==> src/rtl/alu_pkg.sv <==
// Shared types for the ALU commit stage: opcode encoding, commit FSM states and defaults.
package alu_pkg;

    localparam int DATA_W_DEF = 32;
    localparam int ADDR_W_DEF = 7;
    localparam int DEPTH_DEF  = 4;
    localparam int OP_W       = 5;

    typedef enum logic [4:0] {
        OP_NOP  = 5'd0,
        OP_LV   = 5'd1,
        OP_MLT  = 5'd2,
        OP_DIV  = 5'd3,
        OP_REST = 5'd4,
        OP_SUM  = 5'd5,
        OP_CP   = 5'd6,
        OP_B    = 5'd7,
        OP_BEG  = 5'd8,
        OP_SLR  = 5'd9,
        OP_GP   = 5'd10
    } opcode_e;

    typedef enum logic [1:0] {
        ST_IDLE     = 2'd0,
        ST_COMMIT   = 2'd1,
        ST_MEM_WAIT = 2'd2,
        ST_FLUSH    = 2'd3
    } commit_state_e;

    // NOP and out-of-range opcodes never occupy a FIFO slot.
    function automatic logic op_is_legal(input logic [4:0] op);
        return (op != 5'd0) && (op <= 5'd10);
    endfunction

endpackage

==> src/rtl/commit_fifo.sv <==
// In-order commit buffer with registered head, synchronous flush and full/empty flags.
module commit_fifo
    import alu_pkg::*;
#(
    parameter int W     = 52,
    parameter int DEPTH = DEPTH_DEF
) (
    input  logic         clk,
    input  logic         rst_n,
    input  logic         i_push,
    input  logic         i_pop,
    input  logic         i_flush,
    input  logic [W-1:0] i_din,
    output logic [W-1:0] o_head,
    output logic         o_full,
    output logic         o_empty
);

    localparam int AW = $clog2(DEPTH);

    logic [W-1:0]  r_mem [DEPTH];
    logic [AW-1:0] r_wr_ptr;
    logic [AW-1:0] r_rd_ptr;
    logic [AW:0]   r_count;

    // Storage, pointers and occupancy; flush takes priority over push/pop.
    always_ff @(posedge clk or negedge rst_n) begin
        if (!rst_n) begin
            r_wr_ptr <= {AW{1'b0}};
            r_rd_ptr <= {AW{1'b0}};
            r_count  <= {(AW+1){1'b0}};
            for (int i = 0; i < DEPTH; i++) begin
                r_mem[i] <= {W{1'b0}};
            end
        end else if (i_flush) begin
            r_wr_ptr <= {AW{1'b0}};
            r_rd_ptr <= {AW{1'b0}};
            r_count  <= {(AW+1){1'b0}};
        end else begin
            if (i_push) begin
                r_mem[r_wr_ptr] <= i_din;
                r_wr_ptr        <= r_wr_ptr + AW'(1);
            end
            if (i_pop) begin
                r_rd_ptr <= r_rd_ptr + AW'(1);
            end
            case ({i_push, i_pop})
                2'b10:   r_count <= r_count + (AW+1)'(1);
                2'b01:   r_count <= r_count - (AW+1)'(1);
                default: r_count <= r_count;
            endcase
        end
    end

    assign o_head  = r_mem[r_rd_ptr];
    assign o_full  = (r_count == (AW+1)'(DEPTH));
    assign o_empty = (r_count == {(AW+1){1'b0}});

endmodule

==> src/rtl/alu_commit_stage.sv <==
// Commit end of the ALU: buffers result bundles and retires them in order as
// register writes, data-memory stores (req/ack) or PC redirects.
module alu_commit_stage
    import alu_pkg::*;
#(
    parameter int DATA_W = DATA_W_DEF,
    parameter int ADDR_W = ADDR_W_DEF,
    parameter int DEPTH  = DEPTH_DEF
) (
    input  logic              clk,
    input  logic              rst_n,
    input  logic              in_valid,
    output logic              in_ready,
    input  logic [4:0]        in_opcode,
    input  logic [ADDR_W-1:0] in_rd,
    input  logic [ADDR_W-1:0] in_branch,
    input  logic [DATA_W-1:0] in_result,
    input  logic              in_wren,
    output logic              rf_we,
    output logic [ADDR_W-1:0] rf_waddr,
    output logic [DATA_W-1:0] rf_wdata,
    output logic              mem_req,
    output logic [ADDR_W-1:0] mem_addr,
    output logic [DATA_W-1:0] mem_wdata,
    input  logic              mem_ack,
    output logic              redirect,
    output logic [ADDR_W-1:0] redirect_pc,
    output logic [15:0]       commit_cnt
);

    localparam int ENT_W = OP_W + 2 * ADDR_W + DATA_W + 1;

    logic [ENT_W-1:0]  w_din;
    logic [ENT_W-1:0]  w_head;
    logic [4:0]        w_head_op;
    logic [ADDR_W-1:0] w_head_rd;
    logic [ADDR_W-1:0] w_head_br;
    logic [DATA_W-1:0] w_head_res;
    logic              w_head_wren;
    logic              w_full;
    logic              w_empty;
    logic              w_can_commit;
    logic              w_taken;
    logic              w_pop;
    logic              w_push;
    logic              w_in_ready;

    commit_state_e     r_state;
    logic              r_rf_we;
    logic [ADDR_W-1:0] r_rf_waddr;
    logic [DATA_W-1:0] r_rf_wdata;
    logic              r_mem_req;
    logic [ADDR_W-1:0] r_mem_addr;
    logic [DATA_W-1:0] r_mem_wdata;
    logic              r_redirect;
    logic [ADDR_W-1:0] r_redirect_pc;
    logic [15:0]       r_commit_cnt;

    assign w_din = {in_opcode, in_rd, in_branch, in_result, in_wren};
    assign {w_head_op, w_head_rd, w_head_br, w_head_res, w_head_wren} = w_head;

    // Handshake and pop decisions; a taken branch flushes and refuses the same-cycle bundle.
    always_comb begin
        w_can_commit = ((r_state == ST_IDLE) || (r_state == ST_COMMIT)) && !w_empty;
        w_taken      = w_can_commit &&
                       ((w_head_op == OP_B) ||
                        ((w_head_op == OP_BEG) && (w_head_br != {ADDR_W{1'b0}})));
        w_pop        = (w_can_commit && (w_head_op != OP_GP)) ||
                       ((r_state == ST_MEM_WAIT) && mem_ack);
        w_in_ready   = rst_n && (r_state != ST_FLUSH) && !w_taken && (!w_full || w_pop);
        w_push       = in_valid && w_in_ready && op_is_legal(in_opcode);
    end

    commit_fifo #(
        .W     (ENT_W),
        .DEPTH (DEPTH)
    ) u_fifo (
        .clk     (clk),
        .rst_n   (rst_n),
        .i_push  (w_push),
        .i_pop   (w_pop),
        .i_flush (w_taken),
        .i_din   (w_din),
        .o_head  (w_head),
        .o_full  (w_full),
        .o_empty (w_empty)
    );

    // Commit FSM: retires the head entry and drives all registered side effects.
    always_ff @(posedge clk or negedge rst_n) begin
        if (!rst_n) begin
            r_state       <= ST_IDLE;
            r_rf_we       <= 1'b0;
            r_rf_waddr    <= {ADDR_W{1'b0}};
            r_rf_wdata    <= {DATA_W{1'b0}};
            r_mem_req     <= 1'b0;
            r_mem_addr    <= {ADDR_W{1'b0}};
            r_mem_wdata   <= {DATA_W{1'b0}};
            r_redirect    <= 1'b0;
            r_redirect_pc <= {ADDR_W{1'b0}};
            r_commit_cnt  <= 16'd0;
        end else begin
            r_rf_we    <= 1'b0;
            r_redirect <= 1'b0;
            case (r_state)
                ST_IDLE, ST_COMMIT: begin
                    if (w_empty) begin
                        r_state <= ST_IDLE;
                    end else begin
                        case (w_head_op)
                            OP_GP: begin
                                r_mem_req   <= 1'b1;
                                r_mem_addr  <= w_head_rd;
                                r_mem_wdata <= w_head_res;
                                r_state     <= ST_MEM_WAIT;
                            end
                            OP_B, OP_BEG: begin
                                r_commit_cnt <= r_commit_cnt + 16'd1;
                                if (w_taken) begin
                                    r_redirect    <= 1'b1;
                                    r_redirect_pc <= w_head_br;
                                    r_state       <= ST_FLUSH;
                                end else begin
                                    r_state <= ST_COMMIT;
                                end
                            end
                            default: begin
                                // Entries without a write enable still retire and count.
                                r_commit_cnt <= r_commit_cnt + 16'd1;
                                if (w_head_wren) begin
                                    r_rf_we    <= 1'b1;
                                    r_rf_waddr <= w_head_rd;
                                    r_rf_wdata <= w_head_res;
                                end
                                r_state <= ST_COMMIT;
                            end
                        endcase
                    end
                end
                ST_MEM_WAIT: begin
                    if (mem_ack) begin
                        r_mem_req    <= 1'b0;
                        r_commit_cnt <= r_commit_cnt + 16'd1;
                        r_state      <= ST_COMMIT;
                    end
                end
                ST_FLUSH: r_state <= ST_IDLE;
                default:  r_state <= ST_IDLE;
            endcase
        end
    end

    assign in_ready    = w_in_ready;
    assign rf_we       = r_rf_we;
    assign rf_waddr    = r_rf_waddr;
    assign rf_wdata    = r_rf_wdata;
    assign mem_req     = r_mem_req;
    assign mem_addr    = r_mem_addr;
    assign mem_wdata   = r_mem_wdata;
    assign redirect    = r_redirect;
    assign redirect_pc = r_redirect_pc;
    assign commit_cnt  = r_commit_cnt;

endmodule

==> config.mk <==
export PLATFORM = sky130hd
export DESIGN_NAME = alu_commit_stage
export DESIGN_NICKNAME = d
export VERILOG_FILES = /design/src/rtl/alu_pkg.sv /design/src/rtl/commit_fifo.sv /design/src/rtl/alu_commit_stage.sv
export SDC_FILE = /design/constraint.sdc
export NUM_CORES = 1
export LEC_CHECK = 0
export ABC_AREA = 1
export ABC_CLOCK_PERIOD_IN_PS = 3400
export BUFFER_PORTS_ARGS = -buffer_cell sky130_fd_sc_hd__buf_2
export CORE_MARGIN = 2
export CORE_UTILIZATION = 30
export CTS_BUF_LIST = sky130_fd_sc_hd__clkbuf_16
export CTS_CLUSTER_DIAMETER = 60
export DETAILED_ROUTE_END_ITERATION = 6
export GPL_ROUTABILITY_DRIVEN = 0
export PLACE_DENSITY = 0.53
export SLEW_MARGIN = 20
export SYNTH_ARGS = -nofsm -noshare
export SYNTH_HDL_FRONTEND = slang
export SYNTH_SLANG_ARGS = --single-unit
==> constraint.sdc <==
create_clock -name clk -period 3.4 [get_ports clk]
set_input_delay 0.17 -clock clk [delete_from_list [all_inputs] [get_ports clk]]
set_output_delay 0.17 -clock clk [all_outputs]
set_load 0.03 [all_outputs]
==> results.md, run 1 <==
- Max-slew violations: 0
- Synth cell count leaders: nand2_1 (685), dfrtp_1 (321), nand4_1 (207), o21ai_0 (130), nor2_1 (98)
- Yosys warning count: 0
- Fill cell count: 5098
- Worst Hold Class: input port to register
- Worst-Skew Late Latency: 0.57 ns
- Post-synth EDFFs: 0
- Clock Path Buffers: 3
- Hold path start: in_opcode[4]
- First-pass GRT wire length: 74.6 mm
- Reg2reg end: u_fifo.r_count[2]
- CP max stage cell: dfrtp_4
- Leakage power: 9.36 nW
- Outcome: finished clean
- Reg2reg path depth: 17
- Reg2reg setup slack: 0.32 ns
- Vias per cell: 4.96
- Crit path max-delay family: buffers and inverters
- Core ar.: 48800 um^2
- # clock sinks: 321
- Hold Path Stages: 5
- Peak VDD IR: 0.577 mV
- Pin count of the biggest net entering global routing: 206
- Die Y: 226 um
- RSZ-0062 raised after global routing: no
- Layout area overhead: 23.1%
- Ys flop type: dfrtp_1
- CP endpoint kind: output port
- Residual DRC: 0
- Required @ worst endpoint: 3.23 ns
- Root buf cell: clkbuf_16
- Startpoint types: register
- CP arrival: 3.06 ns
- Reg clk slew, reported paths: 0.06 ns
- Critical path class: register to output port
- Port Buf Inserts: 160
- DP HPWL: 26.4 mm
- IO Pins: 161
- Design area: 18200 um^2
- Clk_skew: 0.0229 ns
- Worst path most repeated cell: nand2_1
- Routed wire length: 47.0 mm
- Max Cap Viol: 0
- Flops & latches, synth: 321
- Total CTS buffers: 42
- Row Count: 81
- Dpl cells: 2510
- CP Max Fanout: 42
- Synth async-reset ratio: 100%
- DRT antenna net count: 0
- CP cell instances: buf_16, nand2_1, nand3_1, nand2_1, nor2_1, nand3_1, nand2_1, nand2_1, nor2_4, nor2_8, buf_16, buf_16, buf_2
- Mapped Cells: 1790
- Cell taking the most area after synthesis: dfrtp_1
- Post-Synthesis Net Count: 1853
- Final Hold Vio Count: 0
- Vias: 13100
- # setup viols final: 0
- Starting density of the core: 30.3%
- Sequential Area: 8040 um^2
- Ratio of cells with drive above 1 in the final layout: 14.6%
- Global Route Usage Sum: 18.5%
- Post-route setup TNS: 0 ns
- Vias in the first global route: 13000
- Drt first pass iters: 5
- Die ar.: 51200 um^2
- Synth top area cells: dfrtp_1 (54%), nand2_1 (17%), nand4_1 (8.7%)
- Initial DRC count: 1106
- Final Non-Filler Cells: 2650
- Register area share after synthesis: 54.2%
- CTS tree: built
- Final period utilization: 94.9%
- Initial antenna violation count: 2
- Critical path's largest stage delay: 0.58 ns
- Cell Pwr Density: 946 nW/um^2
- Worst r2r src: u_fifo.r_rd_ptr[0]
- DP Area: 16200 um^2
- Most common cell in the netlist: nand2_1
- Post-Synthesis Mean Instance Area: 8.28 um^2
- Max Clk Rate: 310 MHz
- Area of the multi-input gates: 5870 um^2
- Worst hold path endpoint: u_fifo.r_wr_ptr[0]
- Die Width: 226 um
- Final Util: 37.3%
- Synthesized area: 14800 um^2
- Area share of the largest cell type after synthesis: 54.2%
- H-Tree Depth: 2
- Fin crit period: 3.23 ns
- Number of distinct library cells after synthesis: 36
- Buf/Inv on CP: 4
- Post-DR wirelength/cell: 17.7 um
- Congestion Overflow GR: 0
- Slew margin rel.: 32.8%
- Slew @ Worst Pin: 1.01 ns
- Nets@finish: 2014
## layout make-up
type	instances	area share [%]
antenna	2	0.0274
timing repair buffer	260	10.5
clock buffer	42	5.76
multi-input combinational	1252	32.2
tap	664	4.55
sequential	321	44.1
clock inverter	35	1.35
inverter	74	1.56
## registers in the layout (all words and copies together), names as in the netlist, 3 cells and up
name and flops:
mem_wdata 32, mem_addr 7, rf_wdata 32, u_fifo.r_mem 208, rf_waddr 7, redirect_pc 7, u_fifo.r_count 3, commit_cnt 16
## power breakdown
part | switching (W) | total, W | internal, W
combinational | 0.00498 | 0.00716 | 0.00219
sequential | 0.000765 | 0.00591 | 0.00514
clock | 0.00177 | 0.00419 | 0.00242
## layout by cell type, fill, tap and decap left out, drive strengths merged, types with 4 or more instances in the layout
cell,n
buf,203
nor3,8
ha,6
a21oi,4
nand2,685
o21ai,130
dlygate4sd3,53
o22ai,39
clkinv,18
xor2,14
nor2,101
clkbuf,43
inv,87
nand4,207
nand3,39
dfrtp,321
## metrics by stage
| step | hold WS [ns] | setup WS [ns] | total power (W) |
|---|---|---|---|
| 2_1_floorplan | -0.126 | 0.599 | 0.0105 |
| 4_1_cts | 0.0318 | 0.0656 | 0.0173 |
| 3_3_place_gp | 0.0762 | 0.0829 | 0.0127 |
| 6_report | 0.0674 | 0.173 | 0.0173 |
| 3_5_place_dp | 0.0752 | 0.0165 | 0.0128 |
| 5_1_grt | 0.0874 | 0.0177 | 0.0185 |
## per-layer routing
| metal | vias up | share of wire (%) | GRT usage (%) |
|---|---|---|---|
| met1 | 6412 | 47 | 26.0 |
| met3 | 65 | 5.4 | 3.02 |
| li1 | 6278 | - | - |
| met4 | 2 | 2.0 | 5.48 |
| met2 | 380 | 46 | 29.3 |
| met5 | - | 0.028 | 0 |
## tightest hold or removal path: cells and delay by family
kind / cells / cell delay [ns]
buffers and inverters: 1 / 0.10
and+or+nand+nor: 4 / 0.32
## what timing repair did
action | CTS | global route
hold buffers | 53 | 0
buffers inserted | 0 | 4
cloned | 3 | 1
gates resized for setup | 3 | 2
hold endpoints to repair | 239 | 0
endpoints found under the setup margin | 1 | 2
## worst max-delay path by stage
stage,to,start,depth (start not counted),slack [ns]
6_report,in_ready,u_fifo.r_rd_ptr[0],13,0.17
5_1_grt,in_ready,u_fifo.r_rd_ptr[0],13,0.02
4_1_cts,in_ready,u_fifo.r_rd_ptr[0],14,0.07
3_5_place_dp,in_ready,u_fifo.r_rd_ptr[0],11,0.02
3_3_place_gp,in_ready,u_fifo.r_rd_ptr[0],11,0.08
2_1_floorplan,u_fifo.r_count[2],u_fifo.r_rd_ptr[0],20,0.60
## cell families (layout without fill, tap and decap cells)
kind of cell | Yosys count | count (layout) | share of synthesized area [%]
AO/OA/AOI/OAI | 180 | 180 | 6.54
XOR/XNOR | 17 | 17 | 1.00
adder cells (fa/ha/maj) | 7 | 7 | 0.641
buffers and inverters | 217 | 411 | 6.45
flip-flops | 321 | 321 | 54.2
multiplexers | 3 | 3 | 0.228
other | 0 | 2 | 0
AND/OR/NAND/NOR | 1045 | 1045 | 31.0
Note: power is estimated with default switching activity, not from simulation.
==> run 2: changes to the inputs <==
--- a/config.mk
+++ b/config.mk
@@ -18,4 +18,5 @@
 export SLEW_MARGIN = 20
 export SYNTH_ARGS = -nofsm -noshare
 export SYNTH_HDL_FRONTEND = slang
+export SYNTH_HIERARCHICAL = 1
 export SYNTH_SLANG_ARGS = --single-unit
==> run 2 against run 1 <==
  * Synthesized cell count down 9.2%
  * Clock skew down 0.0021 ns
  * Fmax up 4.6%
  * Critical path depth up 3
  * Worst setup slack better by 0.14 ns
  * Sequential share of layout area up 2.5 points
==> results.md, run 2 <==
- CP cell instances: buf_4, o21ai_0, o22ai_1, nor2_1, nand2_1, nor2_1, nand2_1, nand3_2, nand3_1, nor2_1, inv_2, nor2_8, nand2_4, buf_12, nand2_1, o21ai_0 (was buf_16, nand2_1, nand3_1, nand2_1, nor2_1, nand3_1, nand2_1, nand2_1, nor2_4, nor2_8, buf_16, buf_16, buf_2)
- Max Clk Rate: 324 MHz (was 310 MHz)
- CP Max Fanout: 44 (was 42)
- Post-synth EDFFs: 0 (unchanged)
- RSZ-0062 raised after global routing: no (unchanged)
- Global Route Usage Sum: 15.6% (was 18.5%)
- Leakage power: 8.55 nW (was 9.36 nW)
- Yosys warning count: 6 (was 0)
- Max reg flops: 208 (unchanged)
- CP arrival: 3.48 ns (was 3.06 ns)
- Die ar.: 49700 um^2 (was 51200 um^2)
- Root buf cell: clkbuf_16 (unchanged)
- Die Width: 223 um (was 226 um)
- Clock Path Buffers: 3 (unchanged)
- CTS tree: built (unchanged)
- Vias: 11300 (was 13100)
- Layout area overhead: 20.1% (was 23.1%)
- CP max stage cell: dfrtp_4 (unchanged)
- Final period utilization: 90.8% (was 94.9%)
- Max Cap Viol: 0 (unchanged)
- Synthesized area: 14400 um^2 (was 14800 um^2)
- First-pass GRT wire length: 62.7 mm (was 74.6 mm)
- Critical path's largest stage delay: 0.57 ns (was 0.58 ns)
- CP endpoint kind: register (was output port)
- Die Y: 223 um (was 226 um)
- Post-Synthesis Net Count: 1687 (was 1853)
- Mapped Cells: 1625 (was 1790)
- Fill cell count: 4917 (was 5098)
- Ratio of cells with drive above 1 in the final layout: 18.8% (was 14.6%)
- Synth async-reset ratio: 100% (unchanged)
- Reg clk slew, reported paths: 0.06 ns (about the same)
- # setup viols final: 0 (unchanged)
- Clk_skew: 0.0207 ns (was 0.0229 ns)
- Post-route setup TNS: 0 ns (unchanged)
- Cell taking the most area after synthesis: dfrtp_1 (unchanged)
- Pin count of the biggest net entering global routing: 173 (was 206)
- Initial DRC count: 682 (was 1106)
- Slew margin rel.: 29.7% (was 32.8%)
- Flops & latches, synth: 321 (unchanged)
- Worst-Skew Late Latency: 0.53 ns (was 0.57 ns)
- Peak VDD IR: 0.366 mV (was 0.577 mV)
- H-Tree Depth: 2 (unchanged)
- # clock sinks: 321 (unchanged)
- Final Util: 36.3% (was 37.3%)
- Row Count: 80 (was 81)
- Routed wire length: 38.3 mm (was 47.0 mm)
- Fin crit period: 3.09 ns (was 3.23 ns)
- Worst Hold Class: input port to register (unchanged)
- Post-DR wirelength/cell: 15.7 um (was 17.7 um)
- Synth cell count leaders: nand2_1 (392), dfrtp_1 (321), o21ai_0 (196), o21ai_1 (155), nor2_1 (132) (was nand2_1 (685), dfrtp_1 (321), nand4_1 (207), o21ai_0 (130), nor2_1 (98))
- Critical path class: register to register (was register to output port)
- DP HPWL: 25.0 mm (was 26.4 mm)
- Synth top area cells: dfrtp_1 (56%), nand2_1 (10%), o21ai_0 (6.8%) (was dfrtp_1 (54%), nand2_1 (17%), nand4_1 (8.7%))
- Number of distinct library cells after synthesis: 33 (was 36)
- Outcome: finished clean (unchanged)
- Register area share after synthesis: 55.9% (was 54.2%)
- Core ar.: 47500 um^2 (was 48800 um^2)
- DRT antenna net count: 0 (unchanged)
- Area share of the largest cell type after synthesis: 55.9% (was 54.2%)
- Startpoint types: register (unchanged)
- Max-slew violations: 0 (unchanged)
- Postcts setup bufs: 0 (unchanged)
- Most common cell in the netlist: nand2_1 (unchanged)
- Post-Synthesis Mean Instance Area: 8.84 um^2 (was 8.28 um^2)
- Most frequent cells in the layout: nand2_1 (392), dfrtp_1 (319), o21ai_0 (196) (was nand2_1 (685), dfrtp_1 (319), nand4_1 (207))
- Total CTS buffers: 37 (was 42)
- Vias in the first global route: 11100 (was 13000)
- Drt first pass iters: 5 (unchanged)
- Starting density of the core: 30.2% (was 30.3%)
- Residual DRC: 0 (unchanged)
- Ys flop type: dfrtp_1 (unchanged)
- IO Pins: 161 (unchanged)
- Most common cell after layout, fill and taps aside: nand2_1 (unchanged)
- Port Buf Inserts: 160 (unchanged)
- Biggest register: u_fifo/r_mem (was u_fifo.r_mem)
- Nets@finish: 1861 (was 2014)
- Vias per cell: 4.62 (was 4.96)
- Required @ worst endpoint: 3.79 ns (was 3.23 ns)
- Cell Pwr Density: 978 nW/um^2 (was 946 nW/um^2)
- Final Hold Vio Count: 0 (unchanged)
- Congestion Overflow GR: 0 (unchanged)
- Slew @ Worst Pin: 1.05 ns (was 1.01 ns)
- Initial antenna violation count: 1 (was 2)
==> run 2: cell families (layout without fill, tap and decap cells) <==
logic type	after synthesis	in the layout	synth area share (%)
adders and majority gates	6	6	0.575
and+or+nand+nor	605	605	17.5
buffers and inverters	230	431	8.02
DFF	321	321	55.9
xor gates and xnor gates	1	1	0.0609
AOI/OAI and AO/OA	462	462	17.9
other	0	2	0
==> run 2: through the flow <==
stage	hold WS [ns]	worst slack [ns]	total power, W	instance area [um^2]	std cells
after global placement	0.0688	0.150	0.0130	15600	2328
after global routing	0.0371	0.0123	0.0183	17300	2441
after floorplan	-0.126	0.652	0.0111	14400	1625
final	0.0267	0.314	0.0169	17300	2443
after detailed placement	0.0693	0.0712	0.0132	15600	2329
after CTS	0.00873	0.0375	0.0171	17200	2441
==> run 2: final cells by class <==
cell class	count	area (um^2)	area share (%)
Tap cell	615	769	4.46
Inverter	130	493	2.86
Clock buffer	39	976	5.65
Sequential cell	321	8040	46.6
Multi-Input combinational cell	1074	5200	30.1
Antenna cell	2	5.00	0.0290
Timing Repair Buffer	235	1600	9.27
Clock inverter	27	178	1.03
==> run 2: path summary, 6_finish.rpt <==
kind                                         start                 to  slack (ns)  depth (start not counted)
worst min register to register       mem_wdata[24]      mem_wdata[24]        0.47                          2
min in group asynchronous                    rst_n  u_fifo/r_mem[162]        0.11                          2
worst min-delay path                  in_opcode[4]  u_fifo/r_mem[155]        0.03                          3
max in group asynchronous                    rst_n      commit_cnt[7]        1.93                          3
worst max register to register  u_fifo/r_rd_ptr[0]    u_fifo/r_mem[2]        0.31                         16
worst max-delay path            u_fifo/r_rd_ptr[0]    u_fifo/r_mem[2]        0.31                         16
==> run 2: power breakdown <==
group / switching, W / internal (W)
registers: 0.000869 / 0.00531
clock network: 0.00157 / 0.00222
logic: 0.00471 / 0.00221
==> run 2: worst max-delay path: cells and delay by family (launching register included) <==
family,cells,cell delay [ns]
compound gates,3,0.37
buf+inv,3,0.63
flops,1,0.57
simple gates,10,1.33
==> run 2: timing repair <==
action,4_1_cts,5_1_grt
hold buffers,46,0
gates resized for setup,0,6
endpoints found under the hold margin,202,0
endpoints found under the setup margin,0,174
==> run 2: layer usage <==
metal  vias up  global-route usage (%)  share of wire (%)
li1       5671                       -                  -
met1      5356                    22.0                 48
met2       220                    25.4                 46
met3        49                    2.12                3.9
met4         0                    4.05                1.8
met5         -                       0                  0
